<file path="src/rtl/bound_flasher_pkg.sv">
// Shared types and defaults for the bound-flasher lamp sequencer.
package bound_flasher_pkg;

  localparam int CNT_W        = 5;
  localparam int LAMP_NUM_DEF = 16;
  localparam int KICK_LO_DEF  = 5;
  localparam int KICK_HI_DEF  = 10;

  typedef enum logic [3:0] {
    IDLE,
    UP1,
    DOWN1,
    UP2,
    KB1,
    KB2,
    DOWN2,
    UP3,
    DOWN3
  } state_t;

endpackage

</file>
<file path="src/rtl/step_prescaler.sv">
// Free-running mod-TICK_DIV divider producing a registered one-clock step pulse.
// Only instantiated when LAMP_SEQ_PRESCALE_EN is defined.
module step_prescaler #(
  parameter int TICK_DIV = 4
) (
  input  logic clk,
  input  logic rst_n,
  output logic step_en
);

  localparam int DW = (TICK_DIV > 1) ? $clog2(TICK_DIV) : 1;

  logic [DW-1:0] div_q, div_d;
  logic          tick_q, tick_d;
  logic          wrap;

  always_comb begin
    wrap   = (div_q == DW'(TICK_DIV - 1));
    div_d  = wrap ? '0 : div_q + DW'(1);
    tick_d = wrap;
  end

  always_ff @(posedge clk or negedge rst_n) begin
    if (!rst_n) begin
      div_q  <= '0;
      tick_q <= 1'b0;
    end else begin
      div_q  <= div_d;
      tick_q <= tick_d;
    end
  end

  assign step_en = tick_q;

endmodule

</file>
<file path="src/rtl/lamp_sequencer.sv">
// Bound-flasher FSM and up/down lamp counter with registered thermometer lamp output.
// Optional step prescaler enabled by defining LAMP_SEQ_PRESCALE_EN.
module lamp_sequencer
  import bound_flasher_pkg::*;
#(
  parameter int LAMP_NUM = LAMP_NUM_DEF,
  parameter int KICK_LO  = KICK_LO_DEF,
  parameter int KICK_HI  = KICK_HI_DEF
`ifdef LAMP_SEQ_PRESCALE_EN
  ,
  parameter int TICK_DIV = 4
`endif
) (
  input  logic                clk,
  input  logic                rst_n,
  input  logic                flick,
  input  logic                kickback_match,
  output logic [CNT_W-1:0]    counter,
  output logic [LAMP_NUM-1:0] lamp,
  output logic                busy,
  output state_t              state_dbg
);

  localparam logic [CNT_W-1:0] TOP_C = CNT_W'(LAMP_NUM);
  localparam logic [CNT_W-1:0] LO_C  = CNT_W'(KICK_LO);
  localparam logic [CNT_W-1:0] HI_C  = CNT_W'(KICK_HI);
  localparam logic [CNT_W-1:0] ONE_C = CNT_W'(1);

  logic step_en;

`ifdef LAMP_SEQ_PRESCALE_EN
  step_prescaler #(.TICK_DIV(TICK_DIV)) u_step_prescaler (
    .clk     (clk),
    .rst_n   (rst_n),
    .step_en (step_en)
  );
`else
  assign step_en = 1'b1;
`endif

  state_t                state_q, state_d;
  logic [CNT_W-1:0]      counter_q, counter_d;
  logic [LAMP_NUM-1:0]   lamp_q, lamp_d;
  logic                  busy_q, busy_d;

  always_comb begin
    state_d   = state_q;
    counter_d = counter_q;
    if (step_en) begin
      unique case (state_q)
        IDLE: begin
          if (flick) begin
            state_d   = UP1;
            counter_d = ONE_C;
          end
        end
        UP1: begin
          if (kickback_match) begin
            state_d   = KB1;
            counter_d = counter_q - ONE_C;
          end else if (counter_q == TOP_C) begin
            state_d   = DOWN1;
            counter_d = TOP_C - ONE_C;
          end else begin
            counter_d = counter_q + ONE_C;
          end
        end
        DOWN1: begin
          if (counter_q == LO_C) begin
            state_d   = UP2;
            counter_d = LO_C + ONE_C;
          end else begin
            counter_d = counter_q - ONE_C;
          end
        end
        UP2: begin
          if (kickback_match) begin
            state_d   = KB2;
            counter_d = HI_C - ONE_C;
          end else if (counter_q == HI_C) begin
            state_d   = DOWN2;
            counter_d = HI_C - ONE_C;
          end else begin
            counter_d = counter_q + ONE_C;
          end
        end
        KB1: begin
          if (counter_q == '0) begin
            state_d   = UP1;
            counter_d = ONE_C;
          end else begin
            counter_d = counter_q - ONE_C;
          end
        end
        KB2: begin
          if (counter_q == LO_C) begin
            state_d   = UP2;
            counter_d = LO_C + ONE_C;
          end else begin
            counter_d = counter_q - ONE_C;
          end
        end
        DOWN2: begin
          if (counter_q == '0) begin
            state_d   = UP3;
            counter_d = ONE_C;
          end else begin
            counter_d = counter_q - ONE_C;
          end
        end
        UP3: begin
          if (counter_q == LO_C) begin
            state_d   = DOWN3;
            counter_d = LO_C - ONE_C;
          end else begin
            counter_d = counter_q + ONE_C;
          end
        end
        DOWN3: begin
          if (counter_q == '0) begin
            state_d   = IDLE;
            counter_d = '0;
          end else begin
            counter_d = counter_q - ONE_C;
          end
        end
        default: begin
          state_d   = IDLE;
          counter_d = '0;
        end
      endcase
    end

    // Decoded from the next count so lamp lands on the same edge as counter.
    lamp_d = '0;
    for (int i = 0; i < LAMP_NUM; i++) begin
      lamp_d[i] = (CNT_W'(i) < counter_d);
    end
    busy_d = (state_d != IDLE);
  end

  always_ff @(posedge clk or negedge rst_n) begin
    if (!rst_n) begin
      state_q   <= IDLE;
      counter_q <= '0;
      lamp_q    <= '0;
      busy_q    <= 1'b0;
    end else begin
      state_q   <= state_d;
      counter_q <= counter_d;
      lamp_q    <= lamp_d;
      busy_q    <= busy_d;
    end
  end

  assign counter   = counter_q;
  assign lamp      = lamp_q;
  assign busy      = busy_q;
  assign state_dbg = state_q;

endmodule

</file>
<file path="config.mk">
export PLATFORM = sky130hd
export DESIGN_NAME = lamp_sequencer
export DESIGN_NICKNAME = d
export VERILOG_FILES = /design/src/rtl/bound_flasher_pkg.sv /design/src/rtl/step_prescaler.sv /design/src/rtl/lamp_sequencer.sv
export SDC_FILE = /design/constraint.sdc
export NUM_CORES = 1
export LEC_CHECK = 0
export ABC_CLOCK_PERIOD_IN_PS = 3400
export CAP_MARGIN = 30
export CORE_UTILIZATION = 41
export CTS_BUF_LIST = sky130_fd_sc_hd__clkbuf_8
export CTS_CLUSTER_DIAMETER = 30
export DETAILED_ROUTE_END_ITERATION = 12
export PLACE_DENSITY = 0.73
export SETUP_SLACK_MARGIN = 0.5
export SLEW_MARGIN = 20
export SYNTH_ARGS = -nofsm -noshare
export SYNTH_HDL_FRONTEND = slang
export SYNTH_SLANG_ARGS = --single-unit
</file>
<file path="constraint.sdc">
create_clock -name clk -period 3.4 [get_ports clk]
set_input_delay 0.34 -clock clk [delete_from_list [all_inputs] [get_ports clk]]
set_output_delay 0.34 -clock clk [all_outputs]
set_load 0.01 [all_outputs]
</file>
==> impl_results.md <==
* Status: finished, final reports clean
* Dpl cells at 246
* # diodes at 0
* Hold WS at 0.377 ns
* Core Region at 0.00377 mm²
* IO Port Bufs at 29
* Number of setup violations in the final report at 0
* Row count at 22
* Largest area contributor in the netlist: dfrtp_1
* Pwr/cell area at 1110 mW/mm²
* Fin. max-slew vios at 0
* Tot GR Track Use at 0.186
* Final Hold Fails at 0
* CP required at 3.52 ns
* Post-Synthesis Net Count at 190
* #FFs+latches synth at 25
* Routed WL at 3790 µm
* Leak at 0.788 nW
* Die height at 65.5 µm
* Post-synth ARST share at 1.00
* Post-synth top flop: dfrtp_1
* Top post-synthesis cells by area: dfrtp_1 38%, nand2_1 3.9%, o21ai_0 3.3%
* Overflow after GRT at 0
* Mapped Area at 0.00165 mm²
* Post-CTS Setup Repair Bufs at 0
* Vias per inst at 5.88
* Most frequent cells in the layout: 29 x clkdlybuf4s50_1, 25 x dfrtp_1, 17 x nand2_1
* Synth Warn # at 0
* CTS tree: built
* Share of the synthesized area in the top cell type at 0.379
* Die ar. at 0.00429 mm²
* Crit path largest cell delay at 0.50 ns
* Largest net degree at the start of global routing at 26
* Initial antenna violation count at 0
* EDFF count, synth at 0
* Final HPWL from detailed placement at 2690 µm
* Post-DR wirelength/cell at 15.2 µm
* Non-filler instance count after layout at 250
* Residual DRC at 0
* Count of cell types in the netlist at 58
* RSZ-0062 raised after global routing: false
* Initial Util at 0.438
* TritonCTS buffer count at 3
* Slew HR at 0.525
* Clk_lat worst skew at 0.27 ns
* Vias in the first global route at 1265
* Cells after Synth at 182
* H-tree lvl count at 1
* Critical Path Source Type: flop
* Proportion of layout cells with a drive suffix above 1 at 0.0941
* Global-route wire length before repair at 6150 µm
* Crit path buffers/inverters at 1
* Via count at 1469
* CP max FO at 10
* Initial DRC Count at 115
* DR pass1 iterations at 4
* Setup Skew at 0.00651 ns
* Final min period at 2.61 ns
* Period utilisation layout at 0.767
* Top Ports at 30
* Fmax achieved at 0.383 GHz
* Antenna violation net count after detailed routing at 0
* CTS max path bufs at 2
* Sum Neg Setup Slack at 0 ns
* WP data arrival at 2.73 ns
* Worst slew pin tran at 0.712 ns
* HP Class: in -> async
* Finished Core Util at 0.526
* Mean Syn Cell Area at 9.08 µm²
* Crit path max-delay cell type: nor3b_1
* Max IR drop VDD at 0.000693 V
* Placer Congestion at 0.899
* Commonest non-fill, non-tap cell in the layout: clkdlybuf4s50_1
* Cell Chain, Critical Path: inv_1 -> ha_1 -> nor3b_1 -> nor2_1 -> a221oi_1 -> o21ai_2 -> nor3_1 -> nand3_1
* Layout net count at 211
* Setup CP Type: reg -> reg
* CP top delay family: simple AND/OR/NAND/NOR gates
* Area growth, synth to finish at 19.9%
* Crit. End Element: flop
* Max Cap Violations at 0
* Sequential share of the synthesized area at 0.379
* Post-cts repair resize count at 0
* Clock Sinks at 25
* Die Span X at 65.5 µm
* Post-CTS Hold Fix Bufs at 0
* Clk root buf: clkbuf_8
* Clock slew at reported path FFs at 0.08 ns
[where the power goes]
part	switching [mW]	internal, mW
Combinational	0.741	0.645
Sequential	0.191	0.447
Clock	0.0862	0.0818
Total	1.02	1.17
[metrics by stage]
step | setup WS, ns | instance area [µm²] | total power [mW]
after floorplan | 1.09 | 1650 | 1.58
after global placement | 0.826 | 1920 | 2.01
after detailed placement | 0.847 | 1940 | 2.02
after CTS | 0.836 | 1980 | 2.20
after global routing | 0.546 | 1980 | 2.37
final | 0.792 | 1980 | 2.19
[cell usage after synthesis, types with 2 or more instances]
master	count
a211oi_1	4
a21o_1	2
a21oi_1	9
buf_2	6
buf_4	2
buf_6	2
clkbuf_1	4
dfrtp_1	25
ha_1	4
inv_1	4
inv_2	2
nand2_1	17
nand2b_1	3
nand3_1	10
nand4_1	2
nand4bb_1	2
nor2_1	12
nor3_1	5
nor3b_1	4
nor4b_1	5
o21ai_0	11
o21ai_1	5
o221ai_1	2
o31ai_1	2
or4_1	2
xnor2_1	3
xor2_1	2
[final timing paths]
kind	from	end	slack (ns)	cells after the start
worst min-delay path	rst_n	lamp[3]$_DFF_PN0_	0.38	1
worst max-delay path	counter[0]$_DFF_PN0_	lamp[0]$_DFF_PN0_	0.79	8
max in group asynchronous	rst_n	state_dbg[1]$_DFF_PN0_	2.55	2
worst min register to register	counter[1]$_DFF_PN0_	counter[1]$_DFF_PN0_	0.85	2
worst max register to register	counter[0]$_DFF_PN0_	lamp[0]$_DFF_PN0_	0.79	8
min in group clk	counter[1]$_DFF_PN0_	counter[1]$_DFF_PN0_	0.85	2
[routing by layer]
layer | track usage | up-vias | routed length (µm) | part of all wire
met5 | 0 | - | 0 | 0
met4 | 0.0571 | 0 | 73 | 0.019
met3 | 0.0347 | 8 | 235 | 0.062
met2 | 0.265 | 61 | 1680 | 0.44
met1 | 0.280 | 694 | 1800 | 0.47
li1 | - | 706 | - | -
[state kept, by name, indices dropped and copies added, names as in the netlist]
signal,cells
busy,1
lamp,15
state_dbg,4
counter,5
[layout make-up]
cell class,count,area [µm²]
timing repair buffer,30,305
clock buffer,3,41.3
sequential,25,626
inverter,6,22.5
fill,334,1790
tap,48,60.1
multi-input combinational,137,922
clock inverter,1,5.00
[logic make-up after synthesis]
group | count (synthesis) | share of synthesized area
simple gates | 77 | 0.284
compound gates | 50 | 0.210
flops | 25 | 0.379
buf+inv | 20 | 0.0636
xor+xnor | 5 | 0.0265
fa+ha+maj | 4 | 0.0303
mux | 1 | 0.00681
[worst reg2reg max path, stage by stage (launching register included)]
cell and delay [ns]:
dfrtp_1 0.47, inv_1 0.15, ha_1 0.24, nor3b_1 0.50, nor2_1 0.08, a221oi_1 0.40, o21ai_2 0.22, nor3_1 0.29
nand3_1 0.12
(Power assumes the default switching activity.)
